<file path="src/rtl/arb_pkg.sv">
// rtl/arb_pkg.sv - shared types and helpers for the mux4 round-robin arbiter
//
// Purpose: source count, select width, arbiter state encoding and the
//          index-to-one-hot helper used for the grant vector.
// Ports:   none (package).
package arb_pkg;

  localparam int NUM_SRC = 4;
  localparam int SEL_W   = 2;

  typedef enum logic {
    IDLE  = 1'b0,
    GRANT = 1'b1
  } state_t;

  function automatic logic [NUM_SRC-1:0] onehot4(input logic [SEL_W-1:0] idx);
    onehot4 = NUM_SRC'(1) << idx;
  endfunction

endpackage

</file>
<file path="src/rtl/rr_pick4.sv">
// rtl/rr_pick4.sv - combinational rotating first-set picker over four requests
//
// Purpose: returns the first set request bit found when searching upward from
//          start with wrap 3->0, so the bit just below start is searched last.
// Ports:
//   req      in   4  request vector
//   start    in   2  first index examined
//   winner   out  2  index of the selected request (0 when none)
//   any_req  out  1  at least one request bit is set
module rr_pick4
  import arb_pkg::*;
(
  input  logic [NUM_SRC-1:0] req,
  input  logic [SEL_W-1:0]   start,
  output logic [SEL_W-1:0]   winner,
  output logic               any_req
);

  logic             found;
  logic [SEL_W-1:0] idx;

  always_comb begin
    winner = '0;
    found  = 1'b0;
    idx    = '0;
    for (int i = 0; i < NUM_SRC; i++) begin
      // Index arithmetic is modulo 4 by width, which gives the wrap for free.
      idx = start + SEL_W'(i);
      if (!found && req[idx]) begin
        winner = idx;
        found  = 1'b1;
      end
    end
  end

  assign any_req = |req;

endmodule

</file>
<file path="src/rtl/mux4_arbiter.sv">
// rtl/mux4_arbiter.sv - round-robin select controller for a 4:1 datapath mux
//
// Purpose: drives the 2-bit select of a downstream mux4 from four request
//          lines, presents the selected word with valid/ready and returns a
//          one-hot grant to the source whose word was consumed. Every transfer
//          is followed by one IDLE cycle that samples fresh requests.
// Optional feature: define MUX4_ARBITER_BURST_EN to let the last-served source
//          win up to MAX_BURST consecutive transfers before round robin resumes.
// Ports:
//   clk        in   1  rising-edge clock
//   rst_n      in   1  synchronous active-low reset
//   req        in   4  per-source request, held until granted
//   out_ready  in   1  downstream accepts the current word
//   sel        out  2  registered mux select
//   out_valid  out  1  registered word-valid
//   gnt        out  4  combinational one-hot ack of the consumed source
module mux4_arbiter
  import arb_pkg::*;
#(
  parameter int MAX_BURST = 4
) (
  input  logic               clk,
  input  logic               rst_n,
  input  logic [NUM_SRC-1:0] req,
  input  logic               out_ready,
  output logic [SEL_W-1:0]   sel,
  output logic               out_valid,
  output logic [NUM_SRC-1:0] gnt
);

  if (MAX_BURST < 1) begin : g_bad_max_burst
    $error("mux4_arbiter: MAX_BURST must be at least 1");
  end

  state_t           state_q, state_d;
  logic [SEL_W-1:0] sel_q, sel_d;
  logic [SEL_W-1:0] last_q, last_d;
  logic [SEL_W-1:0] rr_start;
  logic [SEL_W-1:0] rr_winner;
  logic             rr_any;
  logic             xfer;

`ifdef MUX4_ARBITER_BURST_EN
  localparam int CNT_W = $clog2(MAX_BURST + 1);
  logic [CNT_W-1:0] cnt_q, cnt_d;
`endif

  // Search starts one past the last served source, so it is considered last.
  assign rr_start = last_q + SEL_W'(1);

  rr_pick4 u_pick (
    .req     (req),
    .start   (rr_start),
    .winner  (rr_winner),
    .any_req (rr_any)
  );

  assign xfer = (state_q == GRANT) && out_ready;

  always_comb begin
    state_d = state_q;
    sel_d   = sel_q;
    last_d  = last_q;
`ifdef MUX4_ARBITER_BURST_EN
    cnt_d   = cnt_q;
`endif
    case (state_q)
      IDLE: begin
        if (rr_any) begin
`ifdef MUX4_ARBITER_BURST_EN
          // A zero count means nobody has been served since reset, so the
          // reset value of last must not be treated as a burst in progress.
          if (req[last_q] && (cnt_q != '0) && (cnt_q < CNT_W'(MAX_BURST))) begin
            sel_d = last_q;
            cnt_d = cnt_q + CNT_W'(1);
          end else begin
            sel_d = rr_winner;
            cnt_d = CNT_W'(1);
          end
`else
          sel_d = rr_winner;
`endif
          state_d = GRANT;
        end
      end
      GRANT: begin
        // sel is frozen and req is ignored until the word is taken.
        if (out_ready) begin
          last_d  = sel_q;
          state_d = IDLE;
        end
      end
      default: state_d = IDLE;
    endcase
  end

  always_ff @(posedge clk) begin
    if (!rst_n) begin
      state_q <= IDLE;
      sel_q   <= '0;
      last_q  <= SEL_W'(NUM_SRC - 1);
`ifdef MUX4_ARBITER_BURST_EN
      cnt_q   <= '0;
`endif
    end else begin
      state_q <= state_d;
      sel_q   <= sel_d;
      last_q  <= last_d;
`ifdef MUX4_ARBITER_BURST_EN
      cnt_q   <= cnt_d;
`endif
    end
  end

  assign sel       = sel_q;
  assign out_valid = (state_q == GRANT);
  // Gated by rst_n so a word pending at reset is dropped without an ack.
  assign gnt       = (rst_n && xfer) ? onehot4(sel_q) : '0;

endmodule

</file>
<file path="config.mk">
export PLATFORM = sky130hd
export DESIGN_NAME = mux4_arbiter
export DESIGN_NICKNAME = d
export VERILOG_FILES = /design/src/rtl/arb_pkg.sv /design/src/rtl/rr_pick4.sv /design/src/rtl/mux4_arbiter.sv
export SDC_FILE = /design/constraint.sdc
export NUM_CORES = 1
export LEC_CHECK = 0
export CORE_AREA = 2 2 39 41
export CTS_CLUSTER_DIAMETER = 60
export DETAILED_ROUTE_END_ITERATION = 8
export DIE_AREA = 0 0 41 43
export PLACE_DENSITY_LB_ADDON = 0.3
export SLEW_MARGIN = 40
export SYNTH_ARGS = -nofsm -noshare
export SYNTH_HDL_FRONTEND = slang
export SYNTH_SLANG_ARGS = --single-unit
</file>
<file path="constraint.sdc">
create_clock -name clk -period 0.9 [get_ports clk]
set_input_delay 0.18 -clock clk [delete_from_list [all_inputs] [get_ports clk]]
set_output_delay 0.18 -clock clk [all_outputs]
set_load 0.02 [all_outputs]
</file>
==> metrics <==
vias in the first global route 400; Slew Viols, Final 0; DP HPWL 750 um; area share of the largest cell type after synthesis 29.7%; TritonCTS clock tree done; Syn Nets 54; Worst Path Max Fanout 3; Reg2Reg Depth 4; H-tree levels 1; Overflow after GRT 0; failing checks negative setup slack; max incr delay on CP 0.36 ns; part of the cycle the worst path needs 140%; GPL Wtd Cong between 0.6 and 0.7; Global Route Usage Sum roughly 14%; required time at the worst-slack endpoint 0.72 ns; Critical Path AT 1.08 ns; antenna violations before repair 0; Static Leak 0.000312 uW; Ys Warns 0; Peak VDD IR 438 uV; cell with the most instances after synthesis nor2_1; first-pass GRT wire length 1620 um; clock tree sinks 5; starting density of the core 24.3%; HP Start req[1]; Crit-path slowest cell dfxtp_4; Routed Antenna Nets 0; Worst Hold Class primary input to register; minimum clock period 1.26 ns; Max Root-Sink Buffers 2; CTS clk-pin slew, worst paths 0.04 ns; TritonCTS buffer count 3; syn avg cell area roughly 7.2 sq um; r2r setup slk -0.09 ns; Avg WL per Cell roughly 10 um; Final WS setup -0.362 ns; Slew HR 81.1%; Core Area 1380 sq um; I/O pin cnt 14; Synth Instances 47; reg2reg end sel[1]$_SDFFE_PN0P_; status finished, violations left; Placement Setup Slack -1.00 ns; Seq/Total Area, Yosys between 20% and 30%; Synth Flop Type dfxtp_1; Root Driver clkbuf_4; Initial DRC Count 12; DRC 0; synthesized area 337 sq um; die area 1760 sq um; hold buffer count at cts 0; Cell variety after synth 21; Hold Fails Final Rpt 0; Skew-Pair Late Insertion Delay 0.24 ns; Post-layout nets between 80 and 90; via count of the routed design 456; Post-synth ARST share 0%; FF-to-FF Start last_q[1]$_SDFFE_PN1N_; Slew @ Worst Pin 0.282 ns; die width between 40 and 50 um; fin util between 50% and 60%; fmax 792 MHz; EDFF count, synth 0; Synth top cells by count 6 x nor2_1, 5 x dfxtp_1, 5 x nand2_1; area leader, netlist dfxtp_1; synthesis-to-layout area growth 114%; layout cells sized above 1 56.4%; final wirelength between 900 and 1000 um; Die Y 43 um; Seq cells post-synth 5; hold slack final 0.355 ns; max_cap viols 0; CP Class register to output pin; crit path cell chain nand4_1 -> buf_4 -> nor2_4 -> buf_6; pwr/cell area 1130 nW/um^2; clk_skew 0.00169 ns; diode count 0; largest cells by area after synthesis dfxtp_1 30%, nor2_1 6.7%, a21oi_1 5.9%; startpoint types register; largest net degree at the start of global routing 7; number of buffers added on ports 13; vias per cell approximately 4.9; Bufs and invs on worst path 2; CP endpoint kind output pin; hold endpoint sel[1]$_SDFFE_PN0P_; hold path depth 4; # rows 14; RSZ-0062 raised after global routing true; CP top delay family flip-flops; endpoints failing setup 9; Pre-antenna DRT Iters 4
## cells by family (layout without fill, tap and decap cells)
group | after synthesis | after routing | share of synthesized area [%]
AOI/OAI and AO/OA | 12 | 12 | 22.7
muxes | 1 | 1 | 2.97
and+or+nand+nor | 24 | 24 | 39.0
buffers and inverters | 5 | 36 | 5.57
DFF | 5 | 5 | 29.7
## through the flow
stage               total power [uW]  area (sq um)  TNS (ns)  cells
finish                           814           722     -1.88     94
global route                     885           722     -2.45     94
CTS                              819           719     -1.93     93
detailed placement               546           659     -7.07     86
global placement                 544           659     -6.95     86
floorplan                        389           407    -0.266     47
## registers in the layout (all words and copies together), names as in the netlist
name and flops:
last_q 2, out_valid 1, sel 2
## layer usage
metal / track usage (%) / vias to the layer above / part of all wire, %
met1: 15.4 / 202 / 42
met5: 0 / - / 0
li1: - / 235 / -
met3: 4.71 / 3 / 4.2
met4: 12.0 / 0 / 2.9
met2: 20.9 / 16 / 51
## what timing repair did
| item | CTS | global route |
|---|---|---|
| pin swaps | 7 | 5 |
| setup buffers | 3 | 1 |
| resized for setup | 56 | 4 |
| hold endpoints to repair | 0 | 0 |
| setup endpoints to repair | 12 | 12 |
## placed cells by master, fill, tap and decap left out, types with 2 or more instances in the layout
cell	n
a21oi_1	4
buf_12	2
buf_2	3
buf_4	13
buf_6	5
clkbuf_4	3
dfxtp_4	4
dlygate4sd2_1	3
inv_1	2
nand2_1	4
nand3_1	3
nand4_1	2
nor2_1	3
nor2_4	3
nor3_4	2
o211ai_1	2
## area by class of cell
cell class | count | area [sq um]
well taps | 16 | 20.0
fillers | 141 | 662
clock buffers | 4 | 26.3
inverters | 4 | 17.5
repair buffers | 28 | 255
flip-flops and latches | 5 | 116
multi-input cells | 37 | 287
## where the power goes
part           switching (uW)  leakage (uW)  internal, uW  total, uW
Sequential               29.8     0.0000430           242        272
Clock                    91.6     0.0000150           168        259
Combinational             131      0.000254           151        283
Total                     253      0.000312           561        814
## worst max-delay path by stage
stage                                    start     end  depth (start not counted)
after CTS                  sel[0]$_SDFFE_PN0P_  gnt[1]                          4
after detailed placement                 rst_n  gnt[1]                          4
final                     out_valid$_SDFF_PN0_  gnt[3]                          4
after floorplan            sel[0]$_SDFFE_PN0P_  gnt[1]                          2
after global placement               out_ready  gnt[1]                          4
after global routing      out_valid$_SDFF_PN0_  gnt[3]                          4
## worst min-delay path, delay by kind of cell
family,cells,cell delay (ns)
AOI/OAI and AO/OA,1,0.07
buffers and inverters,1,0.12
and+or+nand+nor,2,0.19
Power figures use the tool's default switching activity.
